`src/rtl/jtopl_acc_multi_if.sv`:
```
// Operator-side sample bus into the stereo accumulator plus its registered stereo output.
// The master drives operator data and clock enable; the slave returns samples and strobes.
interface jtopl_acc_multi_if #(
  parameter int W_IN  = 13,
  parameter int W_OUT = 16,
  parameter int SLOTS = 18
);
  logic                    cenop;
  logic signed [W_IN-1:0]  op_result;
  logic [SLOTS-1:0]        slot;
  logic                    rhy_en;
  logic                    zero;
  logic                    op;
  logic                    con;
  logic                    pan_l;
  logic                    pan_r;
  logic signed [W_OUT-1:0] snd_l;
  logic signed [W_OUT-1:0] snd_r;
  logic                    snd_vld;
  logic                    clip;

  modport master (
    output cenop, op_result, slot, rhy_en, zero, op, con, pan_l, pan_r,
    input  snd_l, snd_r, snd_vld, clip
  );

  modport slave (
    input  cenop, op_result, slot, rhy_en, zero, op, con, pan_l, pan_r,
    output snd_l, snd_r, snd_vld, clip
  );
endinterface

```
`src/rtl/jtopl_acc_multi.sv`:
```
// Stereo per-frame operator accumulator with rhythm gain, pan gating and output saturation.
// Frame N appears on snd_l/snd_r one cenop edge after zero of frame N+1; cenop low freezes everything.
module jtopl_acc_multi #(
  parameter int               W_IN      = 13,
  parameter int               W_OUT     = 16,
  parameter int               SLOTS     = 18,
  parameter logic [SLOTS-1:0] RHY_MASK  = 18'h000FC,
  parameter int               RHY_SHIFT = 1
) (
  input logic              clk,
  input logic              rst_n,
  jtopl_acc_multi_if.slave bus
);
  localparam int W_ACC = W_IN + RHY_SHIFT + $clog2(SLOTS) + 1;
  // Comparison width is wide enough to hold both the accumulator and the output limits.
  localparam int W_CMP = ((W_ACC > W_OUT) ? W_ACC : W_OUT) + 1;
  localparam logic signed [W_CMP-1:0] SAT_MAX = (W_CMP'(1) <<< (W_OUT - 1)) - W_CMP'(1);
  localparam logic signed [W_CMP-1:0] SAT_MIN = -(W_CMP'(1) <<< (W_OUT - 1));

  logic signed [W_ACC-1:0] acc_q [2];
  logic signed [W_ACC-1:0] acc_d [2];
  logic signed [W_OUT-1:0] snd_q [2];
  logic signed [W_OUT-1:0] snd_d [2];
  logic [W_OUT:0]          sat_w [2];
  logic                    vld_q, vld_d;
  logic                    clip_q, clip_d;
  logic signed [W_ACC-1:0] term_ext;
  logic signed [W_ACC-1:0] term;
  logic [1:0]              pan;
  logic [1:0]              ovf;
  logic                    rhy_hit;
  logic                    contrib;
  logic                    latch;

  // Returns {overflow, clamped sample}.
  function automatic logic [W_OUT:0] saturate(input logic signed [W_ACC-1:0] a);
    logic signed [W_CMP-1:0] e;
    e = W_CMP'(a);
    if (e > SAT_MAX)      saturate = {1'b1, W_OUT'(SAT_MAX)};
    else if (e < SAT_MIN) saturate = {1'b1, W_OUT'(SAT_MIN)};
    else                  saturate = {1'b0, W_OUT'(e)};
  endfunction

  always_comb begin
    rhy_hit  = bus.rhy_en && (|(bus.slot & RHY_MASK));
    term_ext = W_ACC'(bus.op_result);
    term     = rhy_hit ? (term_ext <<< RHY_SHIFT) : term_ext;
    contrib  = bus.op | bus.con;
    pan      = {bus.pan_r, bus.pan_l};
    latch    = bus.cenop && bus.zero;
    ovf      = '0;
    for (int c = 0; c < 2; c++) begin
      acc_d[c] = acc_q[c];
      snd_d[c] = snd_q[c];
      sat_w[c] = saturate(acc_q[c]);
      ovf[c]   = sat_w[c][W_OUT];
      // zero restarts the frame: the current slot seeds the accumulator.
      if (bus.cenop) begin
        acc_d[c] = (bus.zero ? W_ACC'(0) : acc_q[c]) +
                   ((contrib && pan[c]) ? term : W_ACC'(0));
      end
      if (latch) begin
        snd_d[c] = sat_w[c][W_OUT-1:0];
      end
    end
    vld_d  = latch;
    clip_d = latch && (|ovf);
  end

  always_ff @(posedge clk or negedge rst_n) begin
    if (!rst_n) begin
      for (int c = 0; c < 2; c++) begin
        acc_q[c] <= '0;
        snd_q[c] <= '0;
      end
      vld_q  <= 1'b0;
      clip_q <= 1'b0;
    end else begin
      for (int c = 0; c < 2; c++) begin
        acc_q[c] <= acc_d[c];
        snd_q[c] <= snd_d[c];
      end
      vld_q  <= vld_d;
      clip_q <= clip_d;
    end
  end

  assign bus.snd_l   = snd_q[0];
  assign bus.snd_r   = snd_q[1];
  assign bus.snd_vld = vld_q;
  assign bus.clip    = clip_q;
endmodule

```
`src/flat_wrapper.sv`:
```
// flat-port wrapper written by rule: the top's interface ports become plain ports
module jtopl_acc_multi_flat 
#(
  parameter int               W_IN      = 13,
  parameter int               W_OUT     = 16,
  parameter int               SLOTS     = 18,
  parameter logic [SLOTS-1:0] RHY_MASK  = 18'h000FC,
  parameter int               RHY_SHIFT = 1
)
  (clk, rst_n, bus_cenop, bus_op_result, bus_slot, bus_rhy_en, bus_zero, bus_op, bus_con, bus_pan_l, bus_pan_r, bus_snd_l, bus_snd_r, bus_snd_vld, bus_clip);
  jtopl_acc_multi_if #(.W_IN(W_IN), .W_OUT(W_OUT), .SLOTS(SLOTS)) bus_i ();
  input logic clk;
  input logic rst_n;
  input wire logic [$bits(bus_i.cenop)-1:0] bus_cenop;
  input wire logic [$bits(bus_i.op_result)-1:0] bus_op_result;
  input wire logic [$bits(bus_i.slot)-1:0] bus_slot;
  input wire logic [$bits(bus_i.rhy_en)-1:0] bus_rhy_en;
  input wire logic [$bits(bus_i.zero)-1:0] bus_zero;
  input wire logic [$bits(bus_i.op)-1:0] bus_op;
  input wire logic [$bits(bus_i.con)-1:0] bus_con;
  input wire logic [$bits(bus_i.pan_l)-1:0] bus_pan_l;
  input wire logic [$bits(bus_i.pan_r)-1:0] bus_pan_r;
  output wire logic [$bits(bus_i.snd_l)-1:0] bus_snd_l;
  output wire logic [$bits(bus_i.snd_r)-1:0] bus_snd_r;
  output wire logic [$bits(bus_i.snd_vld)-1:0] bus_snd_vld;
  output wire logic [$bits(bus_i.clip)-1:0] bus_clip;
  assign bus_i.cenop = bus_cenop;
  assign bus_i.op_result = bus_op_result;
  assign bus_i.slot = bus_slot;
  assign bus_i.rhy_en = bus_rhy_en;
  assign bus_i.zero = bus_zero;
  assign bus_i.op = bus_op;
  assign bus_i.con = bus_con;
  assign bus_i.pan_l = bus_pan_l;
  assign bus_i.pan_r = bus_pan_r;
  assign bus_snd_l = bus_i.snd_l;
  assign bus_snd_r = bus_i.snd_r;
  assign bus_snd_vld = bus_i.snd_vld;
  assign bus_clip = bus_i.clip;
  jtopl_acc_multi #(.W_IN(W_IN), .W_OUT(W_OUT), .SLOTS(SLOTS), .RHY_MASK(RHY_MASK), .RHY_SHIFT(RHY_SHIFT)) u_core (.clk(clk), .rst_n(rst_n), .bus(bus_i));
endmodule
```
`config.mk`:
```
export PLATFORM = sky130hd
export DESIGN_NAME = jtopl_acc_multi_flat
export DESIGN_NICKNAME = d
export VERILOG_FILES = /design/src/rtl/jtopl_acc_multi_if.sv /design/src/rtl/jtopl_acc_multi.sv /design/src/flat_wrapper.sv
export SDC_FILE = /design/constraint.sdc
export NUM_CORES = 1
export LEC_CHECK = 0
export ABC_AREA = 1
export BUFFER_PORTS_ARGS = -buffer_cell sky130_fd_sc_hd__buf_4
export CAP_MARGIN = 30
export CORE_MARGIN = 8
export CORE_UTILIZATION = 45
export DETAILED_ROUTE_END_ITERATION = 10
export RECOVER_POWER = 50
export SKIP_CTS_REPAIR_TIMING = 1
export SYNTH_ARGS = -nofsm -noshare
export SYNTH_HDL_FRONTEND = slang
export SYNTH_SLANG_ARGS = --single-unit
```
`constraint.sdc`:
```
create_clock -name clk -period 2 [get_ports clk]
set_input_delay 0.2 -clock clk [delete_from_list [all_inputs] [get_ports clk]]
set_output_delay 0.2 -clock clk [all_outputs]
set_load 0.03 [all_outputs]
```
== Yosys cells after proc, flatten, opt, wreduce, memory -nomap -nowiden ==
Index checks and enable logic that the tools add are counted.

* Reductions and logical operators: 7
* Bitwise gates (word level): 1
* Multiplexer cells: 9
* Magnitude comparators: 4
* $add $sub $neg: 2

{| class="wikitable"
|+ Operator list
! cell !! count
|-
| two-way mux 20 bit || 4
|-
| two-way mux 17 bit || 4
|-
| adder 20 bit || 2
|-
| > comparator 20 x 16 -> 1 bit (second input constant) || 2
|-
| < comparator 20 x 16 -> 1 bit (second input constant) || 2
|-
| two-way mux 13 bit || 1
|-
| OR reduction 6 bit || 1
|-
| logical AND 1 bit || 5
|-
| OR reduction 2 bit || 1
|-
| OR 1 bit || 1
|}

* Register bits after elaboration: 74

== Depth between registers and ports, before layout ==
Gate-level depths: netlist (run 1).

* Depth in word-level cells: 5
* Depth in mapped cells: 20

== Worst setup path after synthesis (run 1) ==
OpenSTA, ideal clock, no wires.

* Kind: in2reg
* Start: input bus_slot[5]
* End: register u_core.acc_q[36] (netlist bit)
* Stages: 16
* Setup time: 0.117 ns
* Data arrival time: 2.078 ns
* Path slack: -0.196 ns
* Cells stage by stage: nor4_1 nand2_1 nand2_2 inv_2 buf_6 o21ai_2 nor2_1 fa_1 nand3_1 nand3_1 nand2_1 nand2_1 nand2_1 nand3b_1 nand3_1 nand2_1

* Longest elaborated chain between the ends: 5

{| class="wikitable"
|+ RTL lines
! item !! RTL line !! RTL
|-
| from (decl) || flat_wrapper.sv:16 || <nowiki>input wire logic [$bits(bus_i.slot)-1:0] bus_slot;</nowiki>
|-
| OR reduction 6 bit || jtopl_acc_multi.sv:45 || <nowiki>rhy_hit = bus.rhy_en && (|(bus.slot & RHY_MASK));</nowiki>
|-
| logical AND 1 bit || jtopl_acc_multi.sv:45 ||
|-
| two-way mux 13 bit || jtopl_acc_multi.sv:47 || <nowiki>term = rhy_hit ? (term_ext <<< RHY_SHIFT) : term_ext;</nowiki>
|-
| two-way mux 20 bit || jtopl_acc_multi.sv:60 || <nowiki>((contrib && pan[c]) ? term : W_ACC'(0));</nowiki>
|-
| adder 20 bit || jtopl_acc_multi.sv:59 || <nowiki>acc_d[c] = (bus.zero ? W_ACC'(0) : acc_q[c]) +</nowiki>
|-
| to (signal, indexed assignment) || jtopl_acc_multi.sv:80 || <nowiki>acc_q[c] <= acc_d[c];</nowiki>
|-
| to (decl) || jtopl_acc_multi.sv:20 || <nowiki>logic signed [W_ACC-1:0] acc_q [2];</nowiki>
|}

Every way passes these cells.
A chain may end at the register's enable or synchronous reset.

== Worst setup path after layout (run 1) ==
* Start: input bus_slot[6]
* End: register u_core.acc_q[19] (netlist bit)

Same word-level chain as after synthesis.

==> flow_summary_export.csv, run 1 <==
group,metric,value,unit
power_and_ir_drop,clkPwrFrac,0.254,
global_routing,antenna_found_initial,0,
yosys,synth.mux.area_fraction,0,
clock_tree,clock_latency,0.35,ns
clock_tree,cts_tree,"done",
global_routing,grt.total_usage,0.226,
power_and_ir_drop,leakagePower,4.30,nW
yosys,synth.distinct_cells,31,
timing,hold_ws,0.345,ns
die,pin_count,74,
layout,fin_area,7850,um2
detailed_routing,routedWlPerCell,15.2,um
timing,finalSetupViolCount,25,
clock_tree,cts_sinks,74,
yosys,synth_flop_cell,"dfrtp_1",
yosys,synth_warnings,0,
clock_tree,h-tree-depth,3,
clock_tree,clk_pin_slew_worst_paths,0.06,ns
setup_path,path_cells,"buf_6, nor4_4, nand2_1, nand2_4, inv_8, buf_6, nand2_2, o21ai_2, nor2_1, ha_2, nand2_4, inv_2, a21oi_4, nand2_1, nand2_2, nand4_1, nand3_1, nand2_1",
detailed_routing,vias,6096,
die,dieArea,16700,um2
setup_path,worst_path_most_repeated_cell,"nand2_1",
timing,finalCritPeriodShare,1.07,
layout,n_antenna_cell,0,
clock_tree,cts_inserted_buffers,9,
timing,timing.fmax,0.467,GHz
layout,final_cells,1219,
detailed_routing,ant_nets,0,
yosys,synth_seq_cells,74,
timing,finalHoldViolations,0,
yosys,synthXorXnorAreaFrac,0.0197,
power_and_ir_drop,seq_power_share,0.325,
layout,post-route-util,0.625,
global_routing,grt_pass1_wl,29.5,mm
detailed_routing,wl_met1,9.25,mm
die,initial_core_util,0.460,
power_and_ir_drop,power_switching,2.53,mW
timing,finalWorstSetupSlack,-0.143,ns
detailed_routing,drc,0,
clock_tree,cts.path.max_buffers,2,
layout,layout-drive-gt1-share,0.283,
global_routing,grt_max_degree,43,
setup_path,startpoint_type,"primary input",
yosys,synth-compound-area-share,0.0985,
placed_design,io_buffers,61,
yosys,seq_area_frac_synth,0.320,
placed_design,gp_congestion,0.974,
worst_hold_path,holdCritPathClass,"primary input to register",
setup_path,worstPathRequired,2.23,ns
power_and_ir_drop,power.internal,3.92,mW
detailed_routing,drt-total-wl,18.5,mm
global_routing,grt_pass1_vias,5740,
die,die_h,129,um
setup_path,cp_max_fo,11,
yosys,synthAdderAreaFrac,0.0892,
setup_path,critPathArrivalTime,2.38,ns
timing,rsz0062_at_grt,"true",
power_and_ir_drop,power_density,822,nW/um2
detailed_routing,drt_iter0_markers,467,
power_and_ir_drop,switching_share,0.392,
detailed_routing,route.met2.wl,7.39,mm
yosys,synth_top_family_by_area,"simple AND/OR/NAND/NOR gates",
setup_path,crit_slowest_cell,"ha_2",
layout,nFillCells,1214,
detailed_routing,drt_first_pass_iters,6,
timing,slew_viol_final,0,
yosys,synthCells,898,
timing,min_period,2.14,ns
yosys,synth-edff-count,0,
placed_design,placed_area,7040,um2
power_and_ir_drop,total_power,6.45,mW
die,core,12600,um2
setup_path,cpPeakStageDelay,0.33,ns
layout,area_growth,35.8,%
detailed_routing,wl_met3,1.65,mm
die,row_count,41,
placed_design,dp.cells,1194,
detailed_routing,routed_via_density,5.00,
yosys,syn-num-nets,978,
setup_path,endpoint_kind,"register",
job,drv_cap,0,
yosys,async_flop_share,1.00,
yosys,syn_area_per_cell,6.44,um2
setup_path,worst-setup-path-type,"primary input to register",
yosys,synth-simple-area-share,0.373,
detailed_routing,top_layer,"met4",
global_routing,grt-ovfl-total,0,
outcome,failed_checks,"setup timing",
power_and_ir_drop,max-vdd-ir-drop,0.392,mV
outcome,status,"complete, but fails checks",
die,die_x,129,um
layout,finalNetCount,1122,
timing,max_slew.worst_pin.slew,0.772,ns
clock_tree,root_buffer,"clkbuf_16",
placed_design,post-dp-hpwl,14.5,mm
timing,relSlewSlack,0.485,
power_and_ir_drop,p_comb_frac,0.421,
yosys,synth_area,5780,um2
timing,clock_skew,0.0104,ns
-- worst max-delay path: cells and delay by family --
| family | cells | cell delay (ns) |
|---|---|---|
| AO/OA/AOI/OAI | 2 | 0.24 |
| buffers and inverters | 4 | 0.35 |
| adder cells (fa/ha/maj) | 1 | 0.33 |
| AND/OR/NAND/NOR | 11 | 1.24 |
-- cell usage after synthesis, types with 8 or more instances --
library cell | n | share of area
a21oi_1 | 24 | 0.021
clkbuf_1 | 13 | 0.0084
dfrtp_1 | 74 | 0.32
ha_1 | 38 | 0.082
inv_1 | 119 | 0.077
nand2_1 | 292 | 0.19
nand2_2 | 8 | 0.0087
nand3_1 | 49 | 0.042
nand3b_1 | 10 | 0.013
nor2_1 | 141 | 0.092
o21ai_0 | 56 | 0.048
xnor2_1 | 11 | 0.017
-- state kept, by name (all words and copies together), names as in the netlist --
name and count:
u_core.bus.clip 1, u_core.acc_q 40, u_core.bus.snd_r 16, u_core.bus.snd_l 16
u_core.bus.snd_vld 1
-- layer usage --
metal  track usage  vias up
met2         0.305      198
met3        0.0481       12
li1              -     3108
met4        0.0581        0
met1         0.349     2778
met5             0        -
-- cells in the final DEF (no fill, tap or decap), types with 11 or more instances in the layout --
| cell | instances |
|---|---|
| a21oi_1 | 13 |
| nand2_2 | 35 |
| o21ai_1 | 11 |
| o21ai_0 | 46 |
| nand2_1 | 262 |
| inv_1 | 113 |
| nand3_1 | 37 |
| dfrtp_1 | 74 |
| ha_1 | 30 |
| nor2_2 | 14 |
| buf_4 | 148 |
| nor2_1 | 123 |
| nand3_2 | 15 |
-- final timing paths --
kind / slack (ns) / depth (start not counted) / start / to
max: -0.14 / 18 / bus_slot[6] / u_core.acc_q[19]
max in group asynchronous: 0.68 / 3 / rst_n / u_core.bus.snd_r[14]
min: 0.34 / 3 / bus_cenop / u_core.acc_q[27]
min in group asynchronous: 0.44 / 2 / rst_n / u_core.acc_q[11]
max reg2reg: 0.02 / 12 / u_core.acc_q[15] / u_core.acc_q[19]
min reg2reg: 0.48 / 2 / u_core.bus.snd_r[10] / u_core.bus.snd_r[10]
-- final cells by class --
class                   instances  area, um2  area share
multi-input cells             680       3820       0.487
clock inverters                 4       51.3     0.00653
flip-flops and latches         74       1850       0.236
repair buffers                156       1200       0.153
inverters                     121        462      0.0588
clock buffers                  12        246      0.0314
well taps                     172        215      0.0274
-- power groups by stage --
stage | sequential [mW] | combinational [mW] | clock (mW)
floorplan | 2.44 | 1.12 | 0
global placement | 2.10 | 2.49 | 0
detailed placement | 2.12 | 2.51 | 0
CTS | 2.09 | 2.52 | 1.68
global route | 2.14 | 2.99 | 1.74
finish | 2.10 | 2.72 | 1.64
-- kinds of logic after synthesis --
kind of cell	count (synthesis)
DFF	74
and+or+nand+nor	523
AOI/OAI and AO/OA	104
xor gates and xnor gates	13
adders and majority gates	40
buffers and inverters	144
-- per-stage QoR --
| stage | TNS (ns) | worst slack, ns |
|---|---|---|
| after detailed placement | -16.25 | -0.557 |
| after floorplan | -2.18 | -0.124 |
| final | -1.99 | -0.143 |
| after CTS | -3.82 | -0.201 |
| after global placement | -15.26 | -0.526 |
| after global routing | -7.15 | -0.328 |
No activity file was read; power rests on OpenSTA's default activity.
==> run 2, diff against run 1 <==
Settings changed: GPL_TIMING_DRIVEN from default to 0, TNS_END_PERCENT from default to 1.
==> flow_summary_export.csv, run 2 (synthesis gave the netlist of run 1 again) <==
group,metric,value,unit
outcome,status,"complete, but fails checks",
outcome,failed_checks,"setup timing",
clock_tree,clock_latency,0.34,ns
placed_design,post-dp-hpwl,13.9,mm
power_and_ir_drop,power_switching,2.55,mW
placed_design,gp_congestion,0.888,
global_routing,grt-ovfl-total,0,
clock_tree,root_buffer,"clkbuf_16",
die,initial_core_util,0.460,
detailed_routing,wl_met3,1.16,mm
timing,slew_viol_final,0,
layout,post-route-util,0.600,
layout,n_antenna_cell,0,
setup_path,worstPathRequired,2.23,ns
timing,relSlewSlack,0.508,
detailed_routing,ant_nets,0,
power_and_ir_drop,max-vdd-ir-drop,0.388,mV
detailed_routing,drc,0,
timing,finalCritPeriodShare,1.08,
timing,finalWorstSetupSlack,-0.163,ns
setup_path,worst-setup-path-type,"primary input to register",
layout,final_common_cell,"nand2_1",
power_and_ir_drop,switching_share,0.404,
timing,min_period,2.16,ns
die,row_count,41,
die,core,12600,um2
global_routing,grt.total_usage,0.214,
power_and_ir_drop,seq_power_share,0.341,
layout,area_growth,30.4,%
timing,timing.fmax,0.462,GHz
power_and_ir_drop,p_comb_frac,0.396,
detailed_routing,top_layer,"met4",
setup_path,cp_max_fo,6,
timing,finalSetupViolCount,25,
layout,layout_common_cells,"262 x nand2_1, 124 x nor2_1, 115 x inv_1, 76 x buf_4, 74 x dfrtp_1",
global_routing,grt_pass1_wl,27.8,mm
global_routing,grt_pass1_vias,5374,
power_and_ir_drop,power.internal,3.77,mW
timing,rsz0062_at_grt,"true",
setup_path,startpoint_type,"primary input",
detailed_routing,wl_met1,9.06,mm
detailed_routing,drt-total-wl,18.3,mm
clock_tree,cts_tree,"done",
power_and_ir_drop,power_density,838,nW/um2
clock_tree,h-tree-depth,3,
setup_path,endpoint_kind,"register",
worst_hold_path,holdCritPathClass,"primary input to register",
layout,nFillCells,1240,
power_and_ir_drop,clkPwrFrac,0.263,
detailed_routing,route.met2.wl,7.81,mm
job,drv_cap,0,
detailed_routing,drt_iter0_markers,402,
global_routing,grt_max_degree,75,
detailed_routing,vias,5963,
timing,clock_skew,0.00929,ns
detailed_routing,routed_via_density,5.10,
timing,hold_ws,0.353,ns
timing,finalHoldViolations,0,
layout,largest_reg_flops,40,
layout,layout-drive-gt1-share,0.237,
timing,max_slew.worst_pin.slew,0.738,ns
clock_tree,clk_pin_slew_worst_paths,0.06,ns
clock_tree,cts_sinks,74,
die,dieArea,16700,um2
clock_tree,cts.path.max_buffers,2,
global_routing,antenna_found_initial,0,
setup_path,critPathArrivalTime,2.39,ns
die,die_x,129,um
placed_design,io_buffers,61,
detailed_routing,routedWlPerCell,15.7,um
layout,largest_register,"u_core.acc_q",
die,pin_count,74,
layout,finalNetCount,1073,
clock_tree,cts_inserted_buffers,9,
die,die_h,129,um
power_and_ir_drop,leakagePower,4.01,nW
detailed_routing,drt_first_pass_iters,5,
[run 2: changes by cell type in the layout (fill, tap and decap cells not counted), sizes merged]
cell,previous run,this run
clkinv,2,4
clkbuf,13,25
inv,121,122
buf,154,90
[run 2: critical path, cell delays in order]
cell	delay, ns
buf_6	0.10
nor4_4	0.25
nand2_1	0.12
nand2_4	0.13
inv_6	0.06
clkbuf_16	0.16
o21ai_4	0.19
nor2_4	0.06
ha_4	0.29
nand2_1	0.05
inv_1	0.11
nand2_2	0.09
nor3_1	0.19
nand2_1	0.10
nand2_1	0.07
nand2_1	0.06
nand3_2	0.10
nand2_1	0.06
[run 2: layout make-up]
type | count | area, um2 | share of cell area
Inverter | 121 | 459 | 0.0609
Sequential cell | 74 | 1850 | 0.246
Buffer | 23 | 136 | 0.0181
Clock buffer | 9 | 225 | 0.0299
Tap cell | 172 | 215 | 0.0285
Timing Repair Buffer | 84 | 663 | 0.0880
Clock inverter | 7 | 77.6 | 0.0103
Multi-Input combinational cell | 680 | 3910 | 0.519
[run 2: worst paths after layout]
| path | start | to | slack [ns] | cells past startpoint |
|---|---|---|---|---|
| min reg2reg | u_core.acc_q[18] | u_core.acc_q[18] | 0.47 | 2 |
| max reg2reg | u_core.acc_q[0] | u_core.acc_q[16] | 0.01 | 12 |
| min in group asynchronous | rst_n | u_core.acc_q[6] | 0.45 | 2 |
| min | bus_cenop | u_core.bus.snd_vld | 0.35 | 3 |
| max in group asynchronous | rst_n | u_core.acc_q[31] | 0.35 | 3 |
| max | bus_slot[6] | u_core.acc_q[33] | -0.16 | 18 |
[run 2: through the flow]
step | cells | cell area, um2 | TNS, ns | total power [mW] | setup slack (ns)
after global routing | 1170 | 7540 | -7.11 | 6.71 | -0.320
after global placement | 1131 | 6490 | -16.72 | 4.34 | -0.608
after detailed placement | 1131 | 6490 | -17.36 | 4.37 | -0.643
after floorplan | 898 | 5810 | -2.37 | 3.55 | -0.124
after CTS | 1147 | 6790 | -5.43 | 6.06 | -0.276
final | 1170 | 7540 | -2.46 | 6.32 | -0.163
[run 2: power by group through the flow]
stage / logic, mW / registers (mW) / clock network, mW
after floorplan: 1.11 / 2.44 / 0
after global placement: 2.18 / 2.16 / 0
after detailed placement: 2.21 / 2.16 / 0
after CTS: 2.22 / 2.14 / 1.70
after global routing: 2.76 / 2.19 / 1.76
final: 2.50 / 2.15 / 1.66
[run 2: per-layer routing]
metal	GRT usage	vias up
li1	-	3020
met1	0.315	2745
met2	0.306	177
met3	0.0431	21
met4	0.0629	0
met5	0	-
==> run 3, diff against run 2 <==
Settings changed: CORE_ASPECT_RATIO from default to 1.25.
==> flow_summary_export.csv, run 3 (synthesis gave the netlist of run 1 again) <==
group,metric,value,unit
outcome,status,"complete, but fails checks",
outcome,failed_checks,"setup timing",
timing,finalCritPeriodShare,1.10,
global_routing,grt-ovfl-total,0,
layout,final_cells,1155,
die,die_h,143,um
setup_path,cpPeakStageDelay,0.37,ns
setup_path,endpoint_kind,"register",
detailed_routing,routed_via_density,5.08,
setup_path,worst-setup-path-type,"primary input to register",
power_and_ir_drop,seq_power_share,0.339,
die,row_count,46,
detailed_routing,drt_first_pass_iters,5,
setup_path,cp_max_fo,10,
clock_tree,root_buffer,"clkbuf_16",
clock_tree,cts_inserted_buffers,9,
timing,setup-tns-final,-3.28,ns
clock_tree,cts_tree,"done",
detailed_routing,drt_iter0_markers,341,
timing,max_slew.worst_pin.slew,0.975,ns
layout,fin_area,7360,um2
power_and_ir_drop,power_density,856,nW/um2
die,dieArea,16800,um2
power_and_ir_drop,switching_share,0.403,
global_routing,grt_max_degree,70,
power_and_ir_drop,clkPwrFrac,0.269,
die,die_x,117,um
global_routing,antenna_found_initial,0,
detailed_routing,ant_nets,0,
detailed_routing,drt-total-wl,18.4,mm
power_and_ir_drop,leakagePower,3.91,nW
setup_path,path_cells,"buf_4, nor4_4, nand2_1, nand2_2, inv_4, buf_12, o21ai_4, nor2_1, ha_1, nand2_2, inv_1, nand2_1, nand2_1, nand2_1, nand3_2, xnor2_1, o21ai_1",
setup_path,worstPathRequired,2.20,ns
global_routing,grt_pass1_wl,28.5,mm
layout,n_antenna_cell,0,
setup_path,crit_family,"simple AND/OR/NAND/NOR gates",
power_and_ir_drop,p_comb_frac,0.392,
timing,clock_skew,0.00851,ns
setup_path,worst_path_most_repeated_cell,"nand2_1",
setup_path,critPathArrivalTime,2.40,ns
placed_design,pre_cts_slack,-0.640,ns
power_and_ir_drop,power.internal,3.76,mW
layout,area_growth,27.3,%
timing,slew_viol_final,0,
timing,timing.fmax,0.454,GHz
placed_design,gp_congestion,0.892,
worst_hold_path,holdCritPathClass,"primary input to asynchronous set/reset pin",
power_and_ir_drop,total_power,6.30,mW
layout,layout_common_cells,"270 x nand2_1, 124 x nor2_1, 116 x inv_1, 74 x dfrtp_1, 70 x buf_4",
clock_tree,clock_latency,0.34,ns
setup_path,path_buf_inv,4,
die,initial_core_util,0.459,
clock_tree,cts_sinks,74,
detailed_routing,drc,0,
layout,largest_register,"u_core.acc_q",
setup_path,crit_slowest_cell,"ha_1",
die,pin_count,74,
placed_design,io_buffers,61,
timing,finalSetupViolCount,24,
layout,layout-drive-gt1-share,0.219,
placed_design,dp.cells,1128,
clock_tree,clk_pin_slew_worst_paths,0.07,ns
layout,finalNetCount,1062,
timing,relSlewSlack,0.350,
detailed_routing,routedWlPerCell,15.9,um
power_and_ir_drop,power_switching,2.54,mW
timing,finalHoldViolations,0,
power_and_ir_drop,max-vdd-ir-drop,0.483,mV
clock_tree,cts.path.max_buffers,2,
die,core,12600,um2
clock_tree,h-tree-depth,3,
timing,finalWorstSetupSlack,-0.204,ns
job,drv_cap,0,
global_routing,grt_pass1_vias,5718,
layout,largest_reg_flops,40,
placed_design,post-dp-hpwl,14.5,mm
timing,min_period,2.20,ns
timing,rsz0062_at_grt,"true",
setup_path,startpoint_type,"primary input",
layout,final_common_cell,"nand2_1",
detailed_routing,vias,5867,
global_routing,grt.total_usage,0.215,
placed_design,placed_area,6510,um2
==> run 3: metal layers <==
metal	vias to the layer above	GRT usage	wire length, um
met4	0	0.136	918
met3	40	0.0281	572
met2	110	0.400	9720
li1	2989	-	-
met1	2728	0.226	7160
met5	-	0	0
==> run 3: power by group through the flow <==
stage	clock, mW	combinational [mW]	sequential, mW
6_report	1.69	2.47	2.14
5_1_grt	1.79	2.72	2.17
4_1_cts	1.72	2.26	2.14
3_5_place_dp	0	2.25	2.17
3_3_place_gp	0	2.22	2.17
2_1_floorplan	0	1.11	2.44
==> run 3: worst register-to-register path: cells and delay by family (launching register included) <==
family | cells | cell delay, ns
adders and majority gates | 1 | 0.36
DFF | 1 | 0.41
buffers and inverters | 1 | 0.09
and+or+nand+nor | 10 | 1.08
==> run 3: area by class of cell <==
type | instances | area (um2)
fill | 1283 | 5250
inverter | 121 | 457
clock inverter | 7 | 83.8
buffer | 23 | 136
clock buffer | 9 | 225
tap | 168 | 210
timing repair buffer | 73 | 547
sequential | 74 | 1850
multi-input combinational | 680 | 3850
==> run 3: final timing paths <==
kind | depth (start not counted) | slack, ns | to | startpoint
setup reg to reg | 12 | -0.05 | u_core.acc_q[19] | u_core.acc_q[15]
hold reg to reg | 2 | 0.48 | u_core.acc_q[38] | u_core.acc_q[38]
hold / removal | 2 | 0.31 | u_core.acc_q[27] | rst_n
max in group asynchronous | 3 | 0.32 | u_core.bus.snd_r[2] | rst_n
min in group clk | 3 | 0.34 | u_core.bus.snd_vld | bus_cenop
setup / recovery | 17 | -0.20 | u_core.acc_q[9] | bus_slot[5]
==> run 3: per-stage QoR <==
| stage | utilization | hold WS, ns |
|---|---|---|
| 5_1_grt | 0.584 | 0.326 |
| 2_1_floorplan | - | -0.0956 |
| 3_3_place_gp | 0.514 | 0.405 |
| 4_1_cts | 0.541 | -0.328 |
| 6_report | 0.584 | 0.309 |
| 3_5_place_dp | 0.516 | 0.0360 |
